[config.mk]
export PLATFORM = sky130hd
export DESIGN_NAME = aes_key_scheduler
export DESIGN_NICKNAME = d
export VERILOG_FILES = /design/src/rtl/aes_key_scheduler.sv
export SDC_FILE = /design/constraint.sdc
export NUM_CORES = 2
export LEC_CHECK = 0
export CAP_MARGIN = 20
export CORE_ASPECT_RATIO = 1.4
export CORE_MARGIN = 3
export CORE_UTILIZATION = 64
export CTS_CLUSTER_SIZE = 10
export DETAILED_ROUTE_END_ITERATION = 10
export PLACE_DENSITY = 0.82
export SYNTH_ARGS = -nofsm -noshare
export SYNTH_HDL_FRONTEND = slang
export SYNTH_SLANG_ARGS = --single-unit
[constraint.sdc]
create_clock -name clk -period 23.5 [get_ports clk]
set_clock_uncertainty 0.2 [all_clocks]
set_input_delay 4.7 -clock clk [delete_from_list [all_inputs] [get_ports clk]]
set_output_delay 4.7 -clock clk [all_outputs]
set_load 0.1 [all_outputs]
[src/rtl/aes_key_scheduler.sv]
// AES-128/AES-256 key expansion: one 128-bit round key per clock into a
// readable round-key store, plus the word-level S-box it relies on.

module aes_sbox (
    input  logic [31:0] word_i,
    output logic [31:0] word_o
);

    function automatic logic [7:0] gf_mul(input logic [7:0] a, input logic [7:0] b);
        logic [7:0] p;
        logic [7:0] aa;
        p  = 8'h00;
        aa = a;
        for (int k = 0; k < 8; k++) begin
            if (b[k]) begin
                p = p ^ aa;
            end else begin
                p = p;
            end
            aa = {aa[6:0], 1'b0} ^ (aa[7] ? 8'h1b : 8'h00);
        end
        return p;
    endfunction

    // Multiplicative inverse as x^254 (maps 0 to 0), followed by the affine map.
    function automatic logic [7:0] sbox_byte(input logic [7:0] x);
        logic [7:0] acc;
        logic [7:0] pw;
        acc = 8'h01;
        pw  = x;
        for (int k = 0; k < 8; k++) begin
            if (k >= 1) begin
                acc = gf_mul(acc, pw);
            end else begin
                acc = acc;
            end
            pw = gf_mul(pw, pw);
        end
        return acc ^ {acc[6:0], acc[7]} ^ {acc[5:0], acc[7:6]}
                   ^ {acc[4:0], acc[7:5]} ^ {acc[3:0], acc[7:4]} ^ 8'h63;
    endfunction

    // Byte-wise substitution of the whole word.
    always_comb begin
        word_o = 32'h0;
        for (int k = 0; k < 4; k++) begin
            word_o[8*k +: 8] = sbox_byte(word_i[8*k +: 8]);
        end
    end

endmodule

module aes_key_scheduler #(
    parameter int NK = 4
) (
    input  logic            clk,
    input  logic            rst,
    input  logic [NK*32-1:0] key_in,
    input  logic            key_valid,
    output logic            key_ready,
    input  logic [3:0]      rk_idx,
    output logic [127:0]    rk_out,
    output logic            busy,
    output logic            done
);

    localparam int NR        = NK + 6;
    localparam int WIN_W     = NK * 32;
    localparam int FIRST_IDX = (NK == 8) ? 2 : 1;

    typedef enum logic [1:0] {
        IDLE   = 2'd0,
        EXPAND = 2'd1,
        DONE   = 2'd2
    } state_t;

    state_t             state_q, state_d;
    logic [3:0]         idx_q, idx_d;
    logic [7:0]         rc_q, rc_d;
    logic [15:0]        valid_q, valid_d;
    logic [WIN_W-1:0]   win_q, win_d;
    logic [127:0]       rk_q [NR+1];
    logic [127:0]       rk_d [NR+1];

    logic               use_rot_s;
    logic [31:0]        last_w_s, sbox_in_s, sub_w_s, f_w_s;
    logic [31:0]        n0_s, n1_s, n2_s, n3_s;
    logic [127:0]       new_rk_s;

    function automatic logic [7:0] xtime(input logic [7:0] b);
        return {b[6:0], 1'b0} ^ (b[7] ? 8'h1b : 8'h00);
    endfunction

    // With NK=8 the round keys alternate between the Rcon step (even idx) and plain SubWord.
    assign last_w_s  = win_q[31:0];
    assign use_rot_s = (NK == 4) || !idx_q[0];
    assign sbox_in_s = use_rot_s ? {last_w_s[23:0], last_w_s[31:24]} : last_w_s;

    aes_sbox u_sbox (
        .word_i (sbox_in_s),
        .word_o (sub_w_s)
    );

    assign f_w_s    = use_rot_s ? (sub_w_s ^ {rc_q, 24'h000000}) : sub_w_s;
    assign n0_s     = win_q[WIN_W-1  -: 32] ^ f_w_s;
    assign n1_s     = win_q[WIN_W-33 -: 32] ^ n0_s;
    assign n2_s     = win_q[WIN_W-65 -: 32] ^ n1_s;
    assign n3_s     = win_q[WIN_W-97 -: 32] ^ n2_s;
    assign new_rk_s = {n0_s, n1_s, n2_s, n3_s};

    // Next-state, window, Rcon and key-store update.
    always_comb begin
        state_d = state_q;
        idx_d   = idx_q;
        rc_d    = rc_q;
        valid_d = valid_q;
        win_d   = win_q;
        rk_d    = rk_q;
        case (state_q)
            IDLE, DONE: begin
                if (key_valid) begin
                    state_d = EXPAND;
                    idx_d   = 4'(FIRST_IDX);
                    rc_d    = 8'h01;
                    win_d   = key_in;
                    rk_d[0] = key_in[WIN_W-1 -: 128];
                    valid_d = 16'h0001;
                    if (NK == 8) begin
                        rk_d[1] = key_in[127:0];
                        valid_d = 16'h0003;
                    end else begin
                        valid_d = 16'h0001;
                    end
                end else begin
                    state_d = state_q;
                end
            end
            EXPAND: begin
                rk_d[idx_q]    = new_rk_s;
                valid_d[idx_q] = 1'b1;
                idx_d          = idx_q + 4'd1;
                win_d          = (win_q << 128) | WIN_W'(new_rk_s);
                if (use_rot_s) begin
                    rc_d = xtime(rc_q);
                end else begin
                    rc_d = rc_q;
                end
                if (idx_q == 4'(NR)) begin
                    state_d = DONE;
                end else begin
                    state_d = EXPAND;
                end
            end
            default: begin
                state_d = IDLE;
            end
        endcase
    end

    // Control state with synchronous reset.
    always_ff @(posedge clk) begin
        if (rst) begin
            state_q <= IDLE;
            idx_q   <= 4'd0;
            rc_q    <= 8'h01;
            valid_q <= 16'h0000;
        end else begin
            state_q <= state_d;
            idx_q   <= idx_d;
            rc_q    <= rc_d;
            valid_q <= valid_d;
        end
    end

    // Key data is not cleared on reset; the valid flags hide it, and reset blocks writes.
    always_ff @(posedge clk) begin
        if (rst) begin
            win_q <= win_q;
            for (int k = 0; k <= NR; k++) begin
                rk_q[k] <= rk_q[k];
            end
        end else begin
            win_q <= win_d;
            for (int k = 0; k <= NR; k++) begin
                rk_q[k] <= rk_d[k];
            end
        end
    end

    assign key_ready = (state_q == IDLE) || (state_q == DONE);
    assign busy      = (state_q == EXPAND);
    assign done      = (state_q == DONE);

    // Combinational read; out-of-range or not-yet-written indices read as zero.
    always_comb begin
        if ((rk_idx <= 4'(NR)) && valid_q[rk_idx]) begin
            rk_out = rk_q[rk_idx];
        end else begin
            rk_out = 128'h0;
        end
    end

endmodule

## Word level (Yosys, flattened, before mapping)

Cells that the tools add are included.

| word-level totals | value |
|---|---|
| flip-flop bits (word level) | 1,566 |

| operators by class | value |
|---|---|
| $add $sub $neg | 1 |
| equality and inequality tests | 4 |
| $lt $le $gt $ge | 7 |
| reductions and logical operators | 10 |
| mux-type cells | 836 |
| bitwise logic cells | 786 |

Operators by type and width:

| cell | number |
|---|---|
| 8-bit bitwise XOR | 744 |
| 8-bit two-way mux | 421 |
| 5-bit two-way mux | 369 |
| 1408-bit bitwise mux | 1 |
| 128-bit two-way mux | 5 |
| 128-bit binary-select mux with 4-bit select | 1 |
| 128-bit demux with 4-bit select | 1 |
| 128-bit one-hot mux with 2 select lines | 2 |
| 32-bit bitwise XOR | 5 |
| 16-bit one-hot mux with 2 select lines | 1 |
| 7-bit two-way mux | 4 |
| 1-bit NOT, first input constant | 28 |
| 6-bit two-way mux | 4 |
| 4-bit two-way mux | 5 |
| 16-bit two-way mux | 1 |
| 4-bit NOT | 4 |
| 16-bit bitwise OR | 1 |
| 8-bit one-hot mux with 2 select lines | 1 |
| 2-bit two-way mux | 6 |
| 3-bit two-way mux | 4 |
| 5-bit greater-or-equal comparator, second input constant | 2 |
| 4-bit by 5-bit < comparator with 1-bit output, second input constant | 2 |
| 4-bit NOT with 5-bit output | 2 |
| 4-bit one-hot mux with 2 select lines | 1 |
| other kinds (21) | 29 |

## Depth between registers and ports, before layout

| depth | value |
|---|---|
| depth after elaboration | 139 |
| gate-level depth with buffers | 68 |

## By module

Synthesis repeated with hierarchy kept, for this count alone.

| second synthesis, totals | value |
|---|---|
| cell total of the unflattened synthesis | 12,106 |
| area, all modules | 124,468.1 µm² |

By module, submodules not included:

| module | cells each | instances | sequential area each (µm²) | area an instance (µm²) |
|---|---|---|---|---|
| aes_key_scheduler | 3,555 | 1 | 46,624.7 | 63,388.3 |
| aes_sbox | 8,551 | 1 | 0.0 | 61,079.8 |

## Least setup slack after synthesis

Ideal clock, no wire load.

| path | value |
|---|---|
| path type | reg-to-reg |
| start point | register win_q[23] |
| end point | register rk_q[1086] in the netlist's numbering, data pin |
| data arrival time | 15.947 ns |
| setup slack | 7.109 ns |
| cell stages (with the launch flop) | 57 |
| buffers on the path | 6 |
| cells stage by stage | edfxtp_1 > ha_1 > buf_4 > xor2_1 > mux2i_1 > xnor2_1 > inv_1 > buf_2 > ha_1 > xnor2_1 > xnor2_2 > xnor3_1 > a21boi_0 > nor3b_1 > or2_1 > buf_2 > buf_2 > xnor2_1 > [... 21 more ...] > or4_1 > and2_1 > buf_4 > xnor3_1 > nor2_1 > xnor3_1 > xnor2_4 > xor2_4 > xnor3_1 > xnor2_1 > mux2_2 > a22oi_1 > xnor3_1 > xnor3_2 > xnor2_4 > xnor2_2 > xor2_1 > xor2_1 |

| between the ends | value |
|---|---|
| word-level cells in the longest chain between the ends | 134 |
| elaborated cells between the ends (all ways) | 391 |

Ends and longest elaborated chain:

| element | RTL line | source |
|---|---|---|
| start, declared | 81 | `logic [WIN_W-1:0] win_q, win_d;` |
| start signal, assigned | 178 | `win_q <= win_q;` |
| start signal, assigned | 183 | `win_q <= win_d;` |
| 5-bit two-way mux | 20 | `aa = {aa[6:0], 1'b0} ^ (aa[7] ? 8'h1b : 8'h00);` |
| 8-bit bitwise XOR | 20 |  |
| 8-bit bitwise XOR | 16 | `p = p ^ aa;` |
| 8-bit two-way mux | 15 | `if (b[k]) begin` |
| 8-bit bitwise XOR | 16 |  |
| 8-bit two-way mux | 15 |  |
| 8-bit bitwise XOR | 16 |  |
| 8-bit two-way mux | 15 |  |
| [... 121 more ...] | -- |  |
| 32-bit bitwise XOR (*) | 104 | `assign f_w_s = use_rot_s ? (sub_w_s ^ {rc_q, 24'h000000}) : sub_w_s;` |
| 32-bit bitwise XOR (*) | 105 | `assign n0_s = win_q[WIN_W-1 -: 32] ^ f_w_s;` |
| via n0_s[30] | 87 | `logic [31:0] n0_s, n1_s, n2_s, n3_s;` |
| 32-bit bitwise XOR (*) | 106 | `assign n1_s = win_q[WIN_W-33 -: 32] ^ n0_s;` |
| via n1_s[30] | 87 |  |
| 32-bit bitwise XOR (*) | 107 | `assign n2_s = win_q[WIN_W-65 -: 32] ^ n1_s;` |
| via n2_s[30] | 87 |  |
| 1408-bit bitwise mux (*) | 139 | `rk_d[idx_q] = new_rk_s;` |
| end signal, assigned by index | 180 | `rk_q[k] <= rk_q[k];` |
| end signal, assigned by index | 185 | `rk_q[k] <= rk_d[k];` |
| end, declared | 82 | `logic [127:0] rk_q [NR+1];` |

Mark *: on every way through the listed nets, which the timed path passes. The rest lies on a longest branch.
A chain may end at the register's enable or synchronous reset.

## Worst setup path in the final report

| path | value |
|---|---|
| start point | register win_q[16] |
| end point | register rk_q[828] in the netlist's numbering, data pin |

| between the ends | value |
|---|---|
| word-level cells in the longest chain between the ends | 133 |
| elaborated cells between the ends (all ways) | 387 |

Ends and longest elaborated chain:

| element | RTL line |
|---|---|
| 8-bit two-way mux | 15 |
| 8-bit bitwise XOR | 16 |
| 8-bit two-way mux | 15 |
| 8-bit bitwise XOR | 16 |
| 8-bit two-way mux | 15 |
| 8-bit bitwise XOR | 16 |
| 8-bit two-way mux | 15 |
| 8-bit bitwise XOR | 16 |
| [... 120 more ...] | -- |
| 32-bit bitwise XOR (*) | 104 |
| 32-bit bitwise XOR (*) | 105 |
| via n0_s[28] | 87 |
| 32-bit bitwise XOR (*) | 106 |
| via n1_s[28] | 87 |
| 32-bit bitwise XOR (*) | 107 |
| via n2_s[28] | 87 |
| 1408-bit bitwise mux (*) | 139 |

Marked as above.

==> results.py <==
metrics = {
    "outcome": {
        "status": "finished clean",
    },
    "grt": {
        "grt_pass1_vias": 94831,
        "grt_pass1_wl_mm": 580,
        "grt_start_max_net_pins": 131,
        "grt_overflow_total": 0,
        "antenna_found_initial": 23,
        "grtUsageTotal_pct": 38.6,
    },
    "synthesis": {
        "synthCells": 11613,
        "synth_cell_types": 125,
        "yosysTopAreaCell": "edfxtp_1",
        "synth_top_area_share_pct": 38.0,
        "ys_seq_area_share_pct": 38.4,
        "synth_area_um2": 121000,
        "synth_fp_nets": 11771,
        "ys_ff_latch": 1561,
        "synth_top_flop_cell": "edfxtp_1",
        "synth_warnings": 0,
        "synth_edf_count": 1536,
        "synth_top_cells_by_area": "edfxtp_1, xnor2_1, xnor3_1",
        "syn_avg_cell_area_um2": 10.4,
        "async_flop_share_pct": 0,
    },
    "clocking": {
        "numClockSinks": 1561,
        "hold_buffers": 0,
        "clk_latency_ps": 810,
        "cts_max_level": 4,
        "cts_tree": "yes",
        "post_cts_resized": 0,
        "clock_path_buffers": 3,
        "path_clk_slew_ps": 60,
        "cts_root_buf": "clkbuf_16",
        "cts_buffers": 174,
        "post-cts-setup-buffers": 0,
    },
    "die": {
        "die_h_um": 521,
        "die_area_um2": 195000,
        "initial_core_util_pct": 64.5,
        "row_count": 188,
        "core_area_um2": 188000,
        "die_x_um": 374,
        "top_level_ports": 266,
    },
    "worst_setup_path": {
        "crit_top_cell": "xnor2_1",
        "cp.buffers_inverters": 5,
        "ff2ff_path_depth": 55,
        "critPathMaxFanout": 28,
        "path_class": "reg -> reg",
        "startpoint_type": "register",
        "critical-path-top-delay-family": "XOR/XNOR gates",
        "cp.arrival_ps": 21340,
        "rrSetupSlack_ps": 2450,
        "r2r_start": "win_q[16]",
        "max_stage_delay_ps": 980,
        "critPathSlowestCell": "nor3_2",
        "timing.rr.end": "rk_q[828]",
        "required_ps": 23790,
        "endpoint_kind": "register",
    },
    "layout": {
        "drive_gt1_share_pct": 10.2,
        "mostFrequentLayoutCells": "xnor2_1, edfxtp_1, nor2_1, nand2_1, a21oi_1",
        "finalNetCount": 11776,
        "syn_to_final_growth_pct": 8.39,
        "final_common_cell": "xnor2_1",
        "fin_cells": 14141,
    },
    "placement": {
        "port_buffers": 265,
        "dp_cells": 13904,
        "gp_congestion": 0.963,
        "pre_cts_ws_ps": 2900,
        "hpwl_mm": 251,
    },
    "route": {
        "wire_per_inst_um": 27.3,
        "ant_nets": 0,
        "wirelength_met1_mm": 132,
        "routed_wl_mm": 386,
        "drt_iter0_markers": 13732,
        "vias_per_cell": 6.80,
        "top_layer": "met5",
        "vias": 96153,
        "drtPass1Iterations": 11,
        "drcViolationCount": 0,
        "dr_wl_met3_mm": 45.4,
        "wl_met2_mm": 183,
    },
    "flow_run": {
        "maxCapViolCount": 0,
    },
    "hold_path": {
        "whs_endpoint": "valid_q[0]",
        "hold_start": "valid_q[0]",
        "hp-class": "reg -> reg",
        "hold_depth": 1,
    },
    "sta": {
        "drv_slew": 0,
        "hold_viol_final": 0,
        "timing.fmax_mhz": 47.5,
        "maxSlewHeadroom_pct": 10.7,
        "fin_ws_ps": 2450,
        "period_needed_ps": 21050,
        "final-setup-viol-count": 0,
        "final.setup.tns_ps": 0,
        "min_period_over_period_pct": 89.6,
        "tightest_slew_ps": 1340,
        "rsz0062_at_grt": "no",
    },
}
[state kept, by name, summed over array words and instances (netlist names)]
name / count
idx_q: 4
win_q: 128
rc_q: 8
state_q: 2
rk_q: 1408
valid_q: 11
[routing by layer]
layer  vias up  global-route usage, %
li1      41261                      -
met1     46124                   47.6
met2      7257                   63.6
met3      1497                   8.11
met4        14                   21.9
met5         -                      0
[cell families (layout without fill, tap and decap cells)]
kind of cell,Yosys count,after routing,synth area share [%]
flip-flops,1561,1561,38.4
buffers and inverters,959,1005,3.38
XOR/XNOR,2789,2789,26.5
adder cells (fa/ha/maj),26,26,0.262
other,0,12,0
multiplexers,637,637,8.05
AO/OA/AOI/OAI,2153,2153,11.1
AND/OR/NAND/NOR,3488,3488,12.3
[layout make-up]
cell class | instances | area, µm²
Antenna cell | 12 | 30.0
Clock buffer | 203 | 4510
Inverter | 195 | 734
Multi-Input combinational cell | 9093 | 71000
Timing Repair Buffer | 593 | 5200
Fill cell | 12926 | 56500
Tap cell | 2470 | 3090
Sequential cell | 1561 | 46600
Clock inverter | 14 | 265
[synthesized netlist by cell type, types with 120 or more instances]
master	instances
xnor2_1	1655
edfxtp_1	1536
nor2_1	1528
nand2_1	1115
a21oi_1	752
xor2_1	532
clkbuf_1	482
o21ai_0	426
xnor3_1	361
mux2i_1	323
mux4_2	264
nor3_1	221
a211oi_1	199
inv_1	176
nand3_1	154
buf_2	129
o22ai_1	120
[how the worst max path moves through the flow]
| stage | startpoint | to | slack (ps) | cells after the start |
|---|---|---|---|---|
| 2_1_floorplan | win_q[23] | rk_q[1086] | 7110 | 56 |
| 3_3_place_gp | win_q[16] | win_q[57] | 3230 | 56 |
| 3_5_place_dp | win_q[16] | rk_q[828] | 2900 | 55 |
| 4_1_cts | win_q[16] | rk_q[444] | 2810 | 55 |
| 5_1_grt | win_q[16] | rk_q[700] | 1090 | 55 |
| 6_report | win_q[16] | rk_q[828] | 2450 | 55 |
[through the flow]
| stage | utilization (%) | hold WS, ps | cell area [µm²] |
|---|---|---|---|
| after floorplan | - | 222 | 121000 |
| after global placement | 67.3 | 232 | 127000 |
| after detailed placement | 67.4 | 244 | 127000 |
| after CTS | 69.9 | 262 | 131000 |
| after global routing | 69.9 | 273 | 131000 |
| final | 70.0 | 261 | 131000 |
Power is not shown: default switching activity piles up to over one toggle a cycle in this logic, so the estimate is an artifact.
